[config.mk]
export PLATFORM = sky130hd
export DESIGN_NAME = conv_complex_deconv_flat
export DESIGN_NICKNAME = d
export VERILOG_FILES = /design/src/rtl/conv_complex_deconv_if.sv /design/src/rtl/conv_complex_deconv.sv /design/src/flat_wrapper.sv
export SDC_FILE = /design/constraint.sdc
export NUM_CORES = 1
export LEC_CHECK = 0
export ABC_AREA = 1
export CAP_MARGIN = 10
export CORE_AREA = 2 2 245 247
export CTS_CLUSTER_DIAMETER = 60
export DETAILED_ROUTE_END_ITERATION = 8
export DIE_AREA = 0 0 247 249
export SYNTH_ARGS = -nofsm -noshare
export SYNTH_HDL_FRONTEND = slang
export SYNTH_SLANG_ARGS = --single-unit
[constraint.sdc]
create_clock -name clk -period 9.7 [get_ports clk]
set_input_delay 1.94 -clock clk [delete_from_list [all_inputs] [get_ports clk]]
set_output_delay 1.94 -clock clk [all_outputs]
set_load 0.05 [all_outputs]
[src/rtl/conv_complex_deconv_if.sv]
// Sample stream bundle for conv_complex_deconv: input samples and recovered output samples.
interface conv_complex_deconv_if #(
  parameter int W = 6
);
  logic            in_valid;
  logic            in_ready;
  logic [2*W-1:0]  in_data;
  logic            out_valid;
  logic            out_ready;
  logic [2*W-1:0]  out_data;

  modport master (
    output in_valid, in_data, out_ready,
    input  in_ready, out_valid, out_data
  );

  modport slave (
    input  in_valid, in_data, out_ready,
    output in_ready, out_valid, out_data
  );
endinterface

[src/rtl/conv_complex_deconv.sv]
// Streaming inverse of a monic 3-tap complex convolution: x[n] = y[n] - h1*x[n-1] - h2*x[n-2].
// Optional residual-sample zero check enabled by defining DECONV_RESIDUAL_CHECK_EN.
module conv_complex_deconv #(
  parameter int QI        = 3,
  parameter int QF        = 3,
  parameter int NUM_ELEMS = 100
) (
  input  logic                       clk,
  input  logic                       rst,
  input  logic                       en,
  input  logic [4*(QI+QF)-1:0]       kernel,
  conv_complex_deconv_if.slave       stream,
  output logic                       overflow,
`ifdef DECONV_RESIDUAL_CHECK_EN
  output logic                       residual_err,
`endif
  output logic                       done
);

  localparam int W    = QI + QF;
  localparam int PW   = 2 * W + 1;
  localparam int SW   = 2 * W + 3;
  localparam int CW   = $clog2(NUM_ELEMS + 3);
  localparam int MAXI = 2 ** (W - 1) - 1;
  localparam int MINI = -(2 ** (W - 1));
  localparam logic [CW-1:0] NOUT = CW'(NUM_ELEMS);
  localparam logic [CW-1:0] FULL = CW'(NUM_ELEMS + 2);

  typedef enum logic [1:0] {IDLE, RUN, DONE} state_t;

  state_t               state;
  logic signed [W-1:0]  h1r, h1i, h2r, h2i;
  logic signed [W-1:0]  x1r, x1i, x2r, x2i;
  logic signed [W-1:0]  yr, yi, xr, xi;
  logic signed [PW-1:0] p1r, p1i, p2r, p2i;
  logic signed [SW-1:0] sr, si;
  logic [CW-1:0]        cnt;
  logic                 ov;
  logic [2*W-1:0]       od;
  logic                 satr, sati, xfer;

  function automatic logic [W:0] sat(input logic signed [SW-1:0] v);
    if (v > SW'(MAXI))
      return {1'b1, W'(MAXI)};
    else if (v < SW'(MINI))
      return {1'b1, W'(MINI)};
    else
      return {1'b0, v[W-1:0]};
  endfunction

  // Full-precision products, floor shift, then per-component saturation.
  always_comb begin
    yr  = stream.in_data[2*W-1:W];
    yi  = stream.in_data[W-1:0];
    p1r = PW'(h1r) * PW'(x1r) - PW'(h1i) * PW'(x1i);
    p1i = PW'(h1r) * PW'(x1i) + PW'(h1i) * PW'(x1r);
    p2r = PW'(h2r) * PW'(x2r) - PW'(h2i) * PW'(x2i);
    p2i = PW'(h2r) * PW'(x2i) + PW'(h2i) * PW'(x2r);
    sr  = (SW'(yr) <<< QF) - SW'(p1r) - SW'(p2r);
    si  = (SW'(yi) <<< QF) - SW'(p1i) - SW'(p2i);
    {satr, xr} = sat(sr >>> QF);
    {sati, xi} = sat(si >>> QF);
  end

  assign stream.in_ready  = (state == RUN) && (!ov || stream.out_ready) && (cnt < FULL);
  assign stream.out_valid = ov;
  assign stream.out_data  = od;
  assign xfer             = stream.in_valid && stream.in_ready;

  always_ff @(posedge clk or posedge rst) begin
    if (rst) begin
      state    <= IDLE;
      h1r      <= '0;
      h1i      <= '0;
      h2r      <= '0;
      h2i      <= '0;
      x1r      <= '0;
      x1i      <= '0;
      x2r      <= '0;
      x2i      <= '0;
      cnt      <= '0;
      ov       <= 1'b0;
      od       <= '0;
      overflow <= 1'b0;
      done     <= 1'b0;
`ifdef DECONV_RESIDUAL_CHECK_EN
      residual_err <= 1'b0;
`endif
    end else begin
      case (state)
        IDLE: begin
          done <= 1'b0;
          if (en) begin
            {h1r, h1i, h2r, h2i} <= kernel;
            x1r      <= '0;
            x1i      <= '0;
            x2r      <= '0;
            x2i      <= '0;
            cnt      <= '0;
            overflow <= 1'b0;
`ifdef DECONV_RESIDUAL_CHECK_EN
            residual_err <= 1'b0;
`endif
            state    <= RUN;
          end
        end
        RUN: begin
          if (xfer) begin
            x2r <= x1r;
            x2i <= x1i;
            x1r <= xr;
            x1i <= xi;
            cnt <= cnt + 1'b1;
            if (satr || sati)
              overflow <= 1'b1;
`ifdef DECONV_RESIDUAL_CHECK_EN
            if (cnt >= NOUT && (xr != '0 || xi != '0))
              residual_err <= 1'b1;
`endif
          end
          // A residual transfer never loads the output; it may still retire the pending one.
          if (xfer && cnt < NOUT) begin
            od <= {xr, xi};
            ov <= 1'b1;
          end else if (stream.out_ready) begin
            ov <= 1'b0;
          end
          if (cnt == FULL && !ov) begin
            state <= DONE;
            done  <= 1'b1;
          end
        end
        DONE: begin
          done  <= 1'b0;
          state <= IDLE;
        end
        default: state <= IDLE;
      endcase
    end
  end

endmodule

[src/flat_wrapper.sv]
// flat-port wrapper written by rule: the top's interface ports become plain ports
module conv_complex_deconv_flat 
#(
  parameter int QI        = 3,
  parameter int QF        = 3,
  parameter int NUM_ELEMS = 100
)
  (clk, rst, en, kernel, overflow, done, stream_in_valid, stream_in_data, stream_out_ready, stream_in_ready, stream_out_valid, stream_out_data);
  conv_complex_deconv_if #(.W((QI + QF))) stream_i ();
  input  logic clk;
  input  logic rst;
  input  logic en;
  input  logic [4*(QI+QF)-1:0] kernel;
  output logic overflow;
  output logic done;
  input wire logic [$bits(stream_i.in_valid)-1:0] stream_in_valid;
  input wire logic [$bits(stream_i.in_data)-1:0] stream_in_data;
  input wire logic [$bits(stream_i.out_ready)-1:0] stream_out_ready;
  output wire logic [$bits(stream_i.in_ready)-1:0] stream_in_ready;
  output wire logic [$bits(stream_i.out_valid)-1:0] stream_out_valid;
  output wire logic [$bits(stream_i.out_data)-1:0] stream_out_data;
  assign stream_i.in_valid = stream_in_valid;
  assign stream_i.in_data = stream_in_data;
  assign stream_i.out_ready = stream_out_ready;
  assign stream_in_ready = stream_i.in_ready;
  assign stream_out_valid = stream_i.out_valid;
  assign stream_out_data = stream_i.out_data;
  conv_complex_deconv #(.QI(QI), .QF(QF), .NUM_ELEMS(NUM_ELEMS)) u_core (.clk(clk), .rst(rst), .en(en), .kernel(kernel), .stream(stream_i), .overflow(overflow), .done(done));
endmodule
==> qor.txt <==
Status - finished clean
Row count - 89
Die area - 0.0615 sq mm
Fin. Hold Viols - 0
Crit end category - register
TritonCTS clock tree - done
CTS Buf Count - 9
Max_cap viols - 0
Vias in the first global route - 13.7k
Clock slew at reported path FFs - 0.06 ns
Final WL - 42.9 mm
Post-synthesis cell count - 2041
Synth cell types - 39
CP max-delay cell - fa_1
Antenna violations before repair - 1
Post-CTS Hold Buffers - 0
Post-Syn Area - 0.0174 sq mm
Worst-path fanout max - 4
Via count - 12.4k
Clock latency at the later pin of the worst-skew pair - 0.35 ns
Final setup fails - 0
Final hold slack - 0.496 ns
Min-Delay Path Depth - 2
First-pass GRT wire length - 72.2 mm
Most frequent cell after synthesis - inv_1
FF-to-FF End - u_core.x1i[0]
CTS Buffer Depth - 2
RSZ-0062 raised after global routing - no
Synth top area share - 0.454
Post-CTS setup buffer count - 0
IO Port Bufs - 56
Largest net degree at the start of global routing - 73
Final setup TNS - 0 ns
Area leader, netlist - fa_1
# IOs - 57
Critical path data required time - 9.88 ns
Finished Core Util - 0.326
Final slew viol count - 0
Final net count - 2638
Core Region - 0.0587 sq mm
Total GRT Usage - 0.149
Worst setup SP type - input port
Synth Area per Inst - 8.55 sq um
Post-synth ARST share - 1.00
DIE WIDTH - 247 microns
Slowest stage delay, CP - 0.55 ns
Buf/Inv on CP - 6
Antenna Nets Post-Route - 0
Post-synthesis sequential area ratio - 0.103
CP delay by family, top - adder cells
Post-synth top cells - inv_1, nand2_1, fa_1
Worst slew margin - 0.242
Yosys reg bits - 72
Crit share post-route - 0.861
Pre-Repair DR Iteration Count - 5
Post-synth EDFFs - 0
Chip height - 249 microns
Initial DRC count - 872
Clock Sinks - 72
HP Class - register to register
WL per Instance - 15.1 microns
Hold path start - u_core.stream.out_data[2]
R2R cell count - 30
# DRC - 0
Post-CTS resize count - 0
Root Driver - clkbuf_16
Ranking of synthesized cells by area - fa_1, inv_1, ha_1
Slew @ Worst Pin - 1.13 ns
Kind of critical path - input port to register
Worst reg2reg startpoint - u_core.h1r[5]
Most used cell, CP - fa_1
Via density - 4.37
Top_reg_cell synth - dfrtp_1
Hold Crit Endpoint - u_core.stream.out_data[2]
GP Congestion - 0.883
Worst reg2reg setup slack - 1.71 ns
F_max - 0.120 GHz
Share of cells above drive strength 1 - 0.0233
CP arrival - 8.53 ns
Half-perimeter wire length after placement - 35.5 mm
Synthesis-to-layout area growth - 9.60%
Initial Utilization - 0.297
Clock skew - 0.00965 ns
Congestion Overflow GR - 0
Yosys warnings - 0
Fin crit period - 8.35 ns
H-tree lvl count - 3
Syn nets - 2624
## metrics by stage
stage          std cells  worst slack [ns]  cell area, sq um
3_5_place_dp        2817              1.04             18800
6_report            2834              1.35             19100
3_3_place_gp        2817              1.18             18800
2_1_floorplan       2041              2.03             17400
5_1_grt             2833              1.01             19100
4_1_cts             2833              1.40             19100
## cell families (layout without fill, tap and decap cells)
family	Yosys count	count (layout)	synth area share
adders and majority gates	542	542	0.559
and+or+nand+nor	547	547	0.126
DFF	72	72	0.103
buffers and inverters	745	764	0.161
other	2	3	0.000431
AOI/OAI and AO/OA	92	92	0.0297
xor gates and xnor gates	41	41	0.0206
## area by class of cell
cell class | instances | area, sq um
fill | 6001 | 39600
multi-input combinational | 1224 | 12800
clock inverter | 6 | 92.6
clock buffer | 10 | 229
inverter | 684 | 2570
timing repair buffer | 64 | 621
antenna | 1 | 2.50
sequential | 72 | 1800
tap | 773 | 967
## worst max path at each step
| stage | slack [ns] | startpoint | cells after the start | endpoint |
|---|---|---|---|---|
| after floorplan | 2.03 | stream_in_data[8] | 26 | u_core.stream.out_data[6] |
| after global placement | 1.18 | stream_in_data[8] | 27 | u_core.x1r[0] |
| after detailed placement | 1.04 | stream_in_data[8] | 27 | u_core.x1r[0] |
| after CTS | 1.40 | stream_in_data[8] | 27 | u_core.x1r[0] |
| after global routing | 1.01 | stream_in_data[8] | 24 | u_core.x1r[0] |
| final | 1.35 | stream_in_data[8] | 27 | u_core.x1r[0] |
## flip-flops by register name (all words and copies together) (netlist names)
name	cells
u_core.cnt	7
u_core.done	1
u_core.h1i	6
u_core.h1r	6
u_core.h2i	6
u_core.h2r	6
u_core.overflow	1
u_core.state	2
u_core.stream.out_data	12
u_core.stream.out_valid	1
u_core.x1i	6
u_core.x1r	6
u_core.x2i	6
u_core.x2r	6
## worst reg2reg max path: cells and delay by family, from the launching register on
family | cells | cell delay [ns]
and+or+nand+nor | 5 | 0.91
AOI/OAI and AO/OA | 5 | 0.75
xor gates and xnor gates | 1 | 0.27
buffers and inverters | 10 | 0.82
adders and majority gates | 9 | 4.47
DFF | 1 | 0.62
## layer usage
layer	global-route usage	routed length, microns
met1	0.203	18500
met2	0.250	20400
met3	0.0249	2970
met4	0.0312	1000
met5	0	10
## placed cells by master, fill, tap and decap left out, types with 2 or more instances in the layout
| cell | instances |
|---|---|
| a21oi_1 | 23 |
| buf_4 | 8 |
| bufinv_16 | 2 |
| clkbuf_16 | 9 |
| clkdlybuf4s50_1 | 56 |
| conb_1 | 2 |
| dfrtp_1 | 72 |
| fa_1 | 396 |
| ha_1 | 146 |
| inv_1 | 681 |
| inv_2 | 2 |
| nand2_1 | 423 |
| nand2_2 | 7 |
| nand3_1 | 24 |
| nand3_2 | 3 |
| nand4_1 | 8 |
| nor2_1 | 58 |
| nor3_1 | 9 |
| nor3b_1 | 2 |
| o21ai_0 | 40 |
| o21ai_1 | 4 |
| o21ai_2 | 4 |
| o21bai_1 | 5 |
| o22ai_1 | 10 |
| or2_2 | 7 |
| xnor2_1 | 14 |
| xor2_1 | 27 |
Power is left out: the tool's default activity adds up to more than one toggle a clock period on the data nets, which glitch-free logic cannot reach.
